<file path="src/rtl/matmul_arbiter.sv">
// ============================================================================
// Module      : matmul_arbiter
// Description : Round-robin arbiter that lets two requesters share a single
//               3x3 8-bit matrix multiplier. It registers the winner's
//               operands and waits for the multiplier to finish. The result
//               is captured and returned with a one-cycle rvalid pulse.
//               Optional feature macro: MATMUL_ARB_TIMEOUT_EN adds a RUN-state
//               watchdog with a sticky err flag.
// Revision    : 1.0 - initial release
// ============================================================================
`default_nettype none

module matmul_arbiter #(
  parameter int TIMEOUT_CYCLES = 64
) (
  input  logic        Clock,
  input  logic        reset,
  input  logic        req0,
  input  logic        req1,
  input  logic [71:0] a0,
  input  logic [71:0] b0,
  input  logic [71:0] a1,
  input  logic [71:0] b1,
  output logic        gnt0,
  output logic        gnt1,
  output logic        rvalid0,
  output logic        rvalid1,
  output logic [71:0] c_out,
  output logic        busy,
  output logic        mm_enable,
  output logic [71:0] mm_a,
  output logic [71:0] mm_b,
  input  logic [71:0] mm_c,
  input  logic        mm_done,
  output logic        err
);

  localparam logic [2:0] S_IDLE  = 3'd0;
  localparam logic [2:0] S_GRANT = 3'd1;
  localparam logic [2:0] S_RUN   = 3'd2;
  localparam logic [2:0] S_RESP  = 3'd3;
  localparam logic [2:0] S_CLEAR = 3'd4;

  logic [2:0]  state_q, state_d;
  logic        last_winner_q, last_winner_d;
  logic        owner_q, owner_d;
  logic [71:0] mm_a_q, mm_a_d;
  logic [71:0] mm_b_q, mm_b_d;
  logic [71:0] c_out_q, c_out_d;
  // Set once mm_done has been seen low in RUN; a done that was already high
  // on entry belongs to a previous job and must not be captured.
  logic        armed_q, armed_d;
  logic        w_winner;

`ifdef MATMUL_ARB_TIMEOUT_EN
  localparam int CNT_W = $clog2(TIMEOUT_CYCLES + 1);
  logic [CNT_W-1:0] cnt_q, cnt_d;
  logic             err_q, err_d;
`else
  // Parameter is only meaningful with the watchdog built in.
  logic [31:0] unused_timeout_cfg;
  assign unused_timeout_cfg = 32'(TIMEOUT_CYCLES);
`endif

  // Round-robin pick: on a tie the requester that was not served last wins.
  always_comb begin
    w_winner = 1'b0;
    if (req0 && req1) begin
      w_winner = ~last_winner_q;
    end else begin
      w_winner = req1;
    end
  end

  // Next-state and datapath control for the arbitration FSM.
  always_comb begin
    state_d       = state_q;
    last_winner_d = last_winner_q;
    owner_d       = owner_q;
    mm_a_d        = mm_a_q;
    mm_b_d        = mm_b_q;
    c_out_d       = c_out_q;
    armed_d       = armed_q;
`ifdef MATMUL_ARB_TIMEOUT_EN
    cnt_d         = cnt_q;
    err_d         = err_q;
`endif
    case (state_q)
      S_IDLE: begin
        if (req0 || req1) begin
          owner_d       = w_winner;
          last_winner_d = w_winner;
          state_d       = S_GRANT;
        end
      end
      S_GRANT: begin
        mm_a_d  = owner_q ? a1 : a0;
        mm_b_d  = owner_q ? b1 : b0;
        armed_d = 1'b0;
`ifdef MATMUL_ARB_TIMEOUT_EN
        cnt_d   = '0;
`endif
        state_d = S_RUN;
      end
      S_RUN: begin
        if (mm_done && armed_q) begin
          c_out_d = mm_c;
          state_d = S_RESP;
        end else begin
          if (!mm_done) begin
            armed_d = 1'b1;
          end
`ifdef MATMUL_ARB_TIMEOUT_EN
          if (cnt_q == CNT_W'(TIMEOUT_CYCLES - 1)) begin
            err_d   = 1'b1;
            c_out_d = '0;
            state_d = S_RESP;
          end else begin
            cnt_d = cnt_q + CNT_W'(1);
          end
`endif
        end
      end
      S_RESP: begin
        state_d = S_CLEAR;
      end
      S_CLEAR: begin
        // Wait for the multiplier to drop done so the next job starts clean.
        if (!mm_done) begin
          state_d = S_IDLE;
        end
      end
      default: begin
        state_d = S_IDLE;
      end
    endcase
  end

  // State and datapath registers; reset abandons any job in flight.
  always_ff @(posedge Clock or negedge reset) begin
    if (!reset) begin
      state_q       <= S_IDLE;
      last_winner_q <= 1'b1;
      owner_q       <= 1'b0;
      mm_a_q        <= '0;
      mm_b_q        <= '0;
      c_out_q       <= '0;
      armed_q       <= 1'b0;
    end else begin
      state_q       <= state_d;
      last_winner_q <= last_winner_d;
      owner_q       <= owner_d;
      mm_a_q        <= mm_a_d;
      mm_b_q        <= mm_b_d;
      c_out_q       <= c_out_d;
      armed_q       <= armed_d;
    end
  end

`ifdef MATMUL_ARB_TIMEOUT_EN
  // Watchdog counter and sticky error flag.
  always_ff @(posedge Clock or negedge reset) begin
    if (!reset) begin
      cnt_q <= '0;
      err_q <= 1'b0;
    end else begin
      cnt_q <= cnt_d;
      err_q <= err_d;
    end
  end
  assign err = err_q;
`else
  assign err = 1'b0;
`endif

  // Outputs decode directly from registered state, so reset clears them
  // without waiting for a clock edge.
  assign gnt0      = (state_q == S_GRANT) && !owner_q;
  assign gnt1      = (state_q == S_GRANT) &&  owner_q;
  assign rvalid0   = (state_q == S_RESP)  && !owner_q;
  assign rvalid1   = (state_q == S_RESP)  &&  owner_q;
  assign busy      = (state_q != S_IDLE);
  assign mm_enable = (state_q == S_RUN);
  assign mm_a      = mm_a_q;
  assign mm_b      = mm_b_q;
  assign c_out     = c_out_q;

endmodule

`default_nettype wire

</file>
<file path="config.mk">
export PLATFORM = sky130hd
export DESIGN_NAME = matmul_arbiter
export DESIGN_NICKNAME = d
export VERILOG_FILES = /design/src/rtl/matmul_arbiter.sv
export SDC_FILE = /design/constraint.sdc
export NUM_CORES = 1
export LEC_CHECK = 0
export BUFFER_PORTS_ARGS = -buffer_cell sky130_fd_sc_hd__buf_2
export CAP_MARGIN = 20
export CORE_AREA = 2 2 226 228
export DETAILED_ROUTE_END_ITERATION = 10
export DIE_AREA = 0 0 228 230
export PLACE_DENSITY = 0.4
export SYNTH_ARGS = -nofsm -noshare
export SYNTH_HDL_FRONTEND = slang
export SYNTH_SLANG_ARGS = --single-unit
</file>
<file path="constraint.sdc">
create_clock -name Clock -period 3.6 [get_ports Clock]
set_input_delay 0.72 -clock Clock [delete_from_list [all_inputs] [get_ports Clock]]
set_output_delay 0.72 -clock Clock [all_outputs]
set_load 0.05 [all_outputs]
</file>
* After elaboration in Yosys (flattened, before gate mapping)
Cells that the tools add are included.
** Storage, ports and cells
- Register bits :: 222
- Bits of input ports :: 365
- Output and inout port bits :: 223
- Logic and storage cells :: 42
** Cells by class
- Eq/ne operators :: 9
- Multiplexer cells :: 10
- Bitwise logic cells :: 1
- Reductions and logical operators :: 15
** Operator list (number)
- $mux W72 :: 2
- $pmux W3 S5 :: 1
- $mux W3 :: 3
- $ne A2 B2 Y1 const B :: 4
- $eq A3 B2 Y1 const B :: 2
- $logic_and A1 B1 Y1 :: 6
- $reduce_and A3 Y1 :: 2
- $reduce_and A2 Y1 :: 2
- $eq A3 B1 Y1 const B :: 1
- $eq A3 B3 Y1 const B :: 1
- $logic_not A3 Y1 :: 1
- $mux W1 :: 3
- $reduce_bool A3 Y1 :: 1
- $ne A2 B1 Y1 const B :: 1
- $pmux W1 S2 :: 1
- $reduce_bool A2 Y1 :: 1
- $logic_not A1 Y1 :: 1
- $logic_or A1 B1 Y1 :: 1
- $not A1 Y1 :: 1

* Depth between registers and ports, before layout
Gate-level depths: netlist (run 1).
- Depth in word-level cells :: 3
- Gate-level depth with buffers :: 5

* Least setup slack after synthesis (run 1)
Ideal clock, no wire load.
- Path type :: reg2out
- Start point :: reg owner_q
- End point :: out rvalid1
- Arrival time :: 1.670 ns
- Required time :: 2.880 ns
- Setup slack :: 1.210 ns
- Cell stages (with the launch flop) :: 6
- Cell sequence :: dfrtp_1 clkbuf_1 buf_2 buf_2 inv_1 nor2_1
** Between the ends
- Cells in the longest elaborated chain, start to end :: 1
** RTL lines
- start, declared :: RTL line 46 : logic owner_q, owner_d;
- start signal, assigned :: RTL line 152 : owner_q <= owner_d;
- $logic_and A1 B1 Y1 :: RTL line 181 : assign rvalid1 = (state_q == S_RESP) && owner_q;
- end, declared :: RTL line 27 : output logic rvalid1,
Every way passes these cells.

* Worst setup path after layout (run 1)
- Start point :: reg state_q[0]
- End point :: out gnt0
** Between the ends
- Cells in the longest elaborated chain, start to end :: 2
** RTL lines
- start, declared :: RTL line 44 : logic [2:0] state_q, state_d;
- start signal, assigned :: RTL line 150 : state_q <= state_d;
- $eq A3 B1 Y1 :: RTL line 178 : assign gnt0 = (state_q == S_GRANT) && !owner_q;
- $logic_and A1 B1 Y1 :: RTL line 178
- end, declared :: RTL line 24 : output logic gnt0,
Every way passes these cells.

==> results of run 1 <==
cells by family after synthesis:
| group | share of synthesized area, % |
|---|---|
| compound gates | 7.95 |
| other cells | 0.0393 |
| buf+inv | 3.60 |
| xor+xnor | 0.0917 |
| flops | 58.2 |
| simple gates | 6.54 |
| mux | 23.6 |
synthesized netlist by cell type, types with 2 or more instances:
cell | count | area share [%]
mux2i_1 | 144 | 15
dfrtp_1 | 221 | 58
nand2_1 | 3 | 0.12
nor2_1 | 148 | 5.8
a21oi_1 | 146 | 7.7
and2_1 | 2 | 0.13
inv_1 | 3 | 0.12
clkbuf_1 | 5 | 0.20
buf_2 | 44 | 2.3
buf_4 | 2 | 0.16
mux2_2 | 72 | 8.5
buf_6 | 7 | 0.83
power groups by stage:
stage                     Sequential (mW)  Clock [mW]  Combinational, mW
after global routing                 4.57        2.79               9.49
after global placement               4.40           0               9.03
after floorplan                      8.36           0               2.82
final                                4.38        2.56               8.92
after CTS                            4.41        2.68               9.06
after detailed placement             4.43           0               9.07
final timing paths:
| kind | start | slack (ns) | to | cells past startpoint |
|---|---|---|---|---|
| hold reg to reg | armed_q | 0.49 | armed_q | 2 |
| setup / recovery | state_q[0] | 0.86 | gnt0 | 3 |
| setup reg to reg | owner_q | 1.57 | mm_b[48] | 3 |
| max in group asynchronous | reset | 2.54 | last_winner_q | 2 |
| hold / removal | reset | 0.18 | c_out[50] | 1 |
| min in group Clock | req0 | 0.37 | last_winner_q | 2 |
layer usage:
metal  routed length, microns  vias to the layer above
li1                         -                     3951
met2                    16100                      340
met4                      531                        0
met5                        0                        -
met1                    12300                     3733
met3                     2700                       34
final cells by class:
type                            instances  share of cell area (%)
Clock inverter                          4                   0.188
Timing Repair Buffer                  598                    22.1
Sequential cell                       222                    39.7
Clock buffer                           44                    5.78
Tap cell                              672                    6.01
Multi-Input combinational cell        527                    26.1
Inverter                                3                  0.0804
metrics by stage:
step           setup WS (ns)  util [%]  area (sq um)  hold slack (ns)
2_1_floorplan           1.21         -          9550            0.424
3_3_place_gp            1.40      26.4         13200            0.470
3_5_place_dp            1.36      26.4         13200            0.490
4_1_cts                0.774      28.1         14000            0.202
5_1_grt                0.716      28.1         14000            0.223
6_report               0.857      28.1         14000            0.181
worst max-delay path, cell delays in order (launching register included):
cell,delay [ns]
dfrtp_1,0.44
nor3b_2,0.49
and2_1,0.27
buf_2,0.29
registers in the layout (all words and copies together), names as in the netlist:
name	count
c_out	72
mm_a	72
mm_b	72
state_q	3
armed_q	1
last_winner_q	1
owner_q	1
==> impl_metrics.json, run 1 <==
{
  "run_status": "finished, final reports clean",
  "grt_overflow_total": 0,
  "intPower_mw": 7.61,
  "seq_area_frac_synth_pct": 58.2,
  "row_count": 82,
  "use_met1_pct": 13.3,
  "layout.nets": 1744,
  "insertion_delay_ns": 0.53,
  "fin_setup_tns_ns": 0,
  "vias": 8058,
  "gp_congestion": 0.860,
  "async_flop_share_pct": 100,
  "layout_common_cells": "buf_2, dfrtp_1, nor2_1",
  "numPortBuffers": 586,
  "dp_hpwl_microns": 24400,
  "fp.dieH_microns": 230,
  "drc": 0,
  "ctsLongestPathBuffers": 3,
  "yosysWarningCount": 0,
  "antenna_left": 0,
  "clock.fmax_mhz": 365,
  "synthCells": 810,
  "final_cells": 2070,
  "crit_arrival_ns": 2.02,
  "period_share_pct": 76.2,
  "path_clk_slew_ns": 0.06,
  "cap_violations": 0,
  "multi_input_area_sq_um": 3650,
  "peakVddDrop_uv": 604,
  "drt_pass1_iterations": 6,
  "setup_viol_count_final": 0,
  "required_ns": 2.88,
  "avgSynthCellArea_sq_um": 11.8,
  "critPathMaxFanout": 6,
  "viasPerCell": 3.89,
  "post_cts_buffers": 0,
  "rsz0062_at_grt": "no",
  "synth_edf_count": 0,
  "htree_levels": 1,
  "wl_per_cell_microns": 15.3,
  "endpoint_kind": "primary output",
  "drv_slew": 0,
  "grt_use_met2_pct": 21.2,
  "layout-drive-gt1-share_pct": 51.0,
  "ys_seq_elements": 222,
  "grt_pass1_vias": 8522,
  "cts.repair.resized": 0,
  "total_power_mw": 15.9,
  "final_common_cell": "buf_2",
  "grt_max_degree": 165,
  "dp_cells": 2022,
  "p_sw_share_pct": 52.1,
  "initial_core_util_pct": 19.2,
  "syn_to_final_growth_pct": 46.6,
  "drtIter0Drc": 304,
  "num_antenna_cells": 0,
  "crit_type": "flop to primary output",
  "p_switching_mw": 8.26,
  "cts_buffers": 27,
  "chipWidth_microns": 228,
  "relSlewSlack_pct": 49.7,
  "io_pins": 588,
  "fin_crit_ns": 2.74,
  "syn_nets": 1175,
  "grt.met3_usage_pct": 3.65,
  "synth_flop_cell": "dfrtp_1",
  "fin_skew_ns": 0.00728,
  "leakagePower_nw": 6.82,
  "power.density_nw_per_um2": 1130,
  "antenna_found_initial": 0,
  "clock-root-buffer": "clkbuf_16",
  "grt_pass1_wl_microns": 48900,
  "power_frac_comb_pct": 56.2,
  "busiest_layer": "met2",
  "power_frac_seq_pct": 27.6,
  "cts_tree": "built",
  "grt_util_all_layers_pct": 11.7,
  "die_area_sq_um": 52400,
  "regArea_sq_um": 5560,
  "fill_cells": 5327,
  "ys_types": 25,
  "startpoint_type": "flop",
  "worst_pin_slew_ns": 0.754,
  "cts-hold-fix-buffers": 0,
  "finalHoldViolCount": 0,
  "fp.coreArea_sq_um": 49900,
  "cts.sinks": 222,
  "clkPwrFrac_pct": 16.1,
  "hold_class": "primary input to asynchronous set/reset pin",
  "synth_area_sq_um": 9550,
  "wl_microns": 31700
}
No activity file was read; power rests on OpenSTA's default activity.
==> inputs of run 2 (changes only) <==
- CORE_AREA: 2 2 226 228 -> 2 2 229 231
- DIE_AREA: 0 0 228 230 -> 0 0 231 233
- PLACE_DENSITY: 0.4 -> 0.39
- clock period: 3.6 -> 2.7 ns (I/O delays scaled with it)
==> impl_metrics.json, run 2 (synthesis gave the netlist of run 1 again) <==
{
  "utilization_pct": 27.9,
  "cts.sinks": 222,
  "wl_microns": 33400,
  "rsz0062_at_grt": "no",
  "grt_max_degree": 84,
  "critPathMaxFanout": 6,
  "gp_congestion": 0.778,
  "fp.coreArea_sq_um": 51100,
  "wl_per_cell_microns": 15.9,
  "grt_overflow_total": 0,
  "drt_pass1_iterations": 5,
  "required_ns": 2.16,
  "fp.dieH_microns": 233,
  "reg2reg_depth": 5,
  "ctsLongestPathBuffers": 3,
  "place_area_sq_um": 13300,
  "r2r_start": "state_q[0]",
  "antenna_left": 0,
  "setup_viol_count_final": 0,
  "numPortBuffers": 586,
  "fill_cells": 5453,
  "period_share_pct": 94.8,
  "holdWs_ns": 0.176,
  "clock.fmax_mhz": 391,
  "vias": 8108,
  "chipWidth_microns": 231,
  "cap_violations": 0,
  "drtIter0Drc": 307,
  "layout.nets": 1763,
  "final_common_cell": "buf_2",
  "fin_setup_tns_ns": 0,
  "relSlewSlack_pct": 60.1,
  "grt_pass1_wl_microns": 49400,
  "run_status": "finished, final reports clean",
  "row_count": 83,
  "viasPerCell": 3.86,
  "startpoint_type": "flop",
  "post_cts_buffers": 0,
  "finalHoldViolCount": 0,
  "crit_arrival_ns": 2.02,
  "syn_to_final_growth_pct": 49.4,
  "fin_skew_ns": 0.0197,
  "layout-drive-gt1-share_pct": 51.4,
  "die_area_sq_um": 53800,
  "grt_pass1_vias": 8374,
  "hp-start": "req0",
  "initial_core_util_pct": 18.7,
  "final_area_sq_um": 14300,
  "insertion_delay_ns": 0.56,
  "leakagePower_nw": 6.95,
  "reg2reg_setup_slack_ns": 0.71,
  "antenna_found_initial": 2,
  "cts_buffers": 29,
  "hold_class": "primary input to flop",
  "peakVddDrop_uv": 897,
  "io_pins": 588,
  "drc": 0,
  "htree_levels": 1,
  "power.density_nw_per_um2": 1530,
  "drv_slew": 0,
  "timing.rr.end": "mm_b[47]",
  "layout_common_cells": "buf_2, dfrtp_1, nor2_1",
  "grt_util_all_layers_pct": 11.8,
  "cts_tree": "built",
  "hold_end": "last_winner_q",
  "dp_hpwl_microns": 26100,
  "path_clk_slew_ns": 0.05,
  "whs_path_depth": 2,
  "endpoint_kind": "primary output",
  "worst_pin_slew_ns": 0.596,
  "clock-root-buffer": "clkbuf_16",
  "fin_crit_ns": 2.56,
  "crit_type": "flop to primary output"
}
## run 2: worst max path at each step
stage / slack (ns) / startpoint / to / cells past startpoint
2_1_floorplan: 0.49 / owner_q / rvalid1 / 5
3_3_place_gp: 0.72 / state_q[0] / gnt0 / 3
3_5_place_dp: 0.69 / state_q[0] / gnt1 / 3
4_1_cts: 0.07 / state_q[1] / gnt1 / 3
5_1_grt: 0.03 / state_q[0] / gnt1 / 3
6_report: 0.14 / state_q[0] / gnt1 / 3
## run 2: report_power, final
group          switching [mW]  total (mW)  internal [mW]
registers               0.925        5.88           4.95
clock network            1.43        3.74           2.31
logic                    8.84        12.2           3.32
total                    11.2        21.8           10.6
## run 2: final cells by class
| type | count | area [sq um] | share of cell area, % |
|---|---|---|---|
| Multi-Input combinational cell | 527 | 3650 | 25.6 |
| Clock inverter | 5 | 81.3 | 0.570 |
| Antenna cell | 1 | 2.50 | 0.0175 |
| Sequential cell | 222 | 5560 | 39.0 |
| Inverter | 3 | 11.3 | 0.0789 |
| Clock buffer | 48 | 847 | 5.94 |
| Tap cell | 680 | 851 | 5.96 |
| Timing Repair Buffer | 615 | 3260 | 22.9 |
## run 2: layer usage
layer  part of all wire (%)  track usage [%]
met1                     39             13.7
met2                     49             20.7
met3                    9.5             3.86
met4                    1.9             3.35
met5                  0.033                0
## run 2: worst max-delay path, stage by stage (launching register included)
cell	delay, ns
dfrtp_1	0.44
nor3b_2	0.55
and2_1	0.21
buf_2	0.26
## run 2: metrics by stage
stage / total power, mW / std cells / worst slack (ns)
2_1_floorplan: 14.9 / 810 / 0.490
3_3_place_gp: 18.2 / 2046 / 0.719
4_1_cts: 22.2 / 2100 / 0.0713
3_5_place_dp: 18.3 / 2046 / 0.686
5_1_grt: 23.1 / 2101 / 0.0261
6_report: 21.8 / 2101 / 0.141
## run 2: repair_timing
item,CTS,global route
hold endpoints to repair,46,0
gates resized for setup,0,0
hold buffers,1,0
==> inputs of run 3 (changes only) <==
- clock period: 2.7 -> 2.65 ns (I/O delays scaled with it)
==> impl_metrics.json, run 3 (synthesis gave the netlist of run 1 again) <==
{
  "reg2reg_depth": 4,
  "leakagePower_nw": 6.91,
  "cap_violations": 0,
  "drv_slew": 0,
  "critPathMaxFanout": 6,
  "drtIter0Drc": 258,
  "finalWorstSetupSlack_ns": 0.221,
  "crit_type": "flop to primary output",
  "path_buf_inv": 1,
  "required_ns": 2.12,
  "run_status": "finished, final reports clean",
  "final_cells": 2094,
  "row_count": 83,
  "grt_overflow_total": 0,
  "drt_pass1_iterations": 6,
  "period_share_pct": 91.6,
  "num_antenna_cells": 0,
  "vias": 8071,
  "die_area_sq_um": 53800,
  "holdWs_ns": 0.167,
  "fin_setup_tns_ns": 0,
  "endpoint_kind": "primary output",
  "layout_common_cells": "buf_2, dfrtp_1, nor2_1",
  "grt_pass1_vias": 8227,
  "grt_pass1_wl_microns": 48800,
  "final_area_sq_um": 14200,
  "slowest_stage": "dfrtp_1",
  "fp.dieH_microns": 233,
  "fin_skew_ns": 0.0189,
  "wl_per_cell_microns": 15.8,
  "final_common_cell": "buf_2",
  "cts_buffers": 27,
  "utilization_pct": 27.8,
  "cp_cell_sequence": "nor3b_4, and2_1, buf_2",
  "clock-root-buffer": "clkbuf_16",
  "wl_microns": 33000,
  "cts_tree": "built",
  "r2r_start": "state_q[1]",
  "path_depth": 3,
  "total_power_mw": 21.8,
  "setup_viol_count_final": 0,
  "path_clk_slew_ns": 0.06,
  "antenna_found_initial": 3,
  "place_area_sq_um": 13300,
  "whs_path_depth": 2,
  "antenna_left": 0,
  "numPortBuffers": 586,
  "worst_pin_slew_ns": 0.589,
  "cts.sinks": 222,
  "peakVddDrop_uv": 980,
  "clock.fmax_mhz": 412,
  "gp_congestion": 0.781,
  "hp-start": "req0",
  "dp_cells": 2044,
  "drc": 0,
  "layout.nets": 1759,
  "syn_to_final_growth_pct": 48.6,
  "startpoint_type": "flop",
  "grt_max_degree": 84,
  "grt_util_all_layers_pct": 11.6,
  "fp.coreArea_sq_um": 51100,
  "post_cts_buffers": 0,
  "fin_crit_ns": 2.43,
  "cpPeakStageDelay_ns": 0.46,
  "viasPerCell": 3.85,
  "power.density_nw_per_um2": 1540,
  "startpoint": "state_q[1]",
  "rsz0062_at_grt": "no",
  "ctsLongestPathBuffers": 3,
  "htree_levels": 1,
  "place_ws_ns": 0.624,
  "layout-drive-gt1-share_pct": 51.6,
  "insertion_delay_ns": 0.55,
  "finalHoldViolCount": 0,
  "hold_class": "primary input to flop",
  "io_pins": 588,
  "initial_core_util_pct": 18.7,
  "chipWidth_microns": 231,
  "crit_arrival_ns": 1.90,
  "relSlewSlack_pct": 60.4,
  "crit_family": "simple AND/OR/NAND/NOR gates",
  "dp_hpwl_microns": 25600
}
-- run 3: per-layer routing --
layer,up-vias,GRT usage [%],share of wire [%]
met1,3681,13.3,38
li1,3980,-,-
met3,39,4.40,10
met2,367,20.6,50
met5,-,0,0.067
met4,4,2.50,1.8
-- run 3: worst paths after layout --
check                      slack (ns)       endpoint
setup / recovery                 0.22           gnt0
hold / removal                   0.17  last_winner_q
setup reg to reg                 0.70      c_out[55]
hold reg to reg                  0.50      c_out[67]
max in group asynchronous        1.36       mm_b[36]
min in group asynchronous        0.52      c_out[63]
-- run 3: cell type report --
cell class / instances / area (sq um)
Tap cell: 680 / 851
Clock buffer: 42 / 792
Fill cell: 5485 / 36900
Timing Repair Buffer: 613 / 3270
Clock inverter: 7 / 42.5
Multi-Input combinational cell: 527 / 3660
Sequential cell: 222 / 5560
Inverter: 3 / 11.3
-- run 3: timing repair --
action | CTS | global route
resized for setup | 0 | 1
hold buffers | 1 | 0
hold endpoints to repair | 51 | 0
endpoints found under the setup margin | 0 | 2
-- run 3: where the power goes --
| part | switching [mW] | leakage (nW) | internal, mW |
|---|---|---|---|
| logic | 8.98 | 4.01 | 3.39 |
| registers | 0.939 | 2.48 | 5.05 |
| clock network | 1.45 | 0.415 | 2.04 |
| total | 11.4 | 6.91 | 10.5 |
-- run 3: worst reg2reg max path, cell delays in order, from the launching register on --
cell	delay, ns
dfrtp_1	0.48
nor3b_2	0.36
and3_2	0.30
buf_12	0.26
mux2_2	0.43
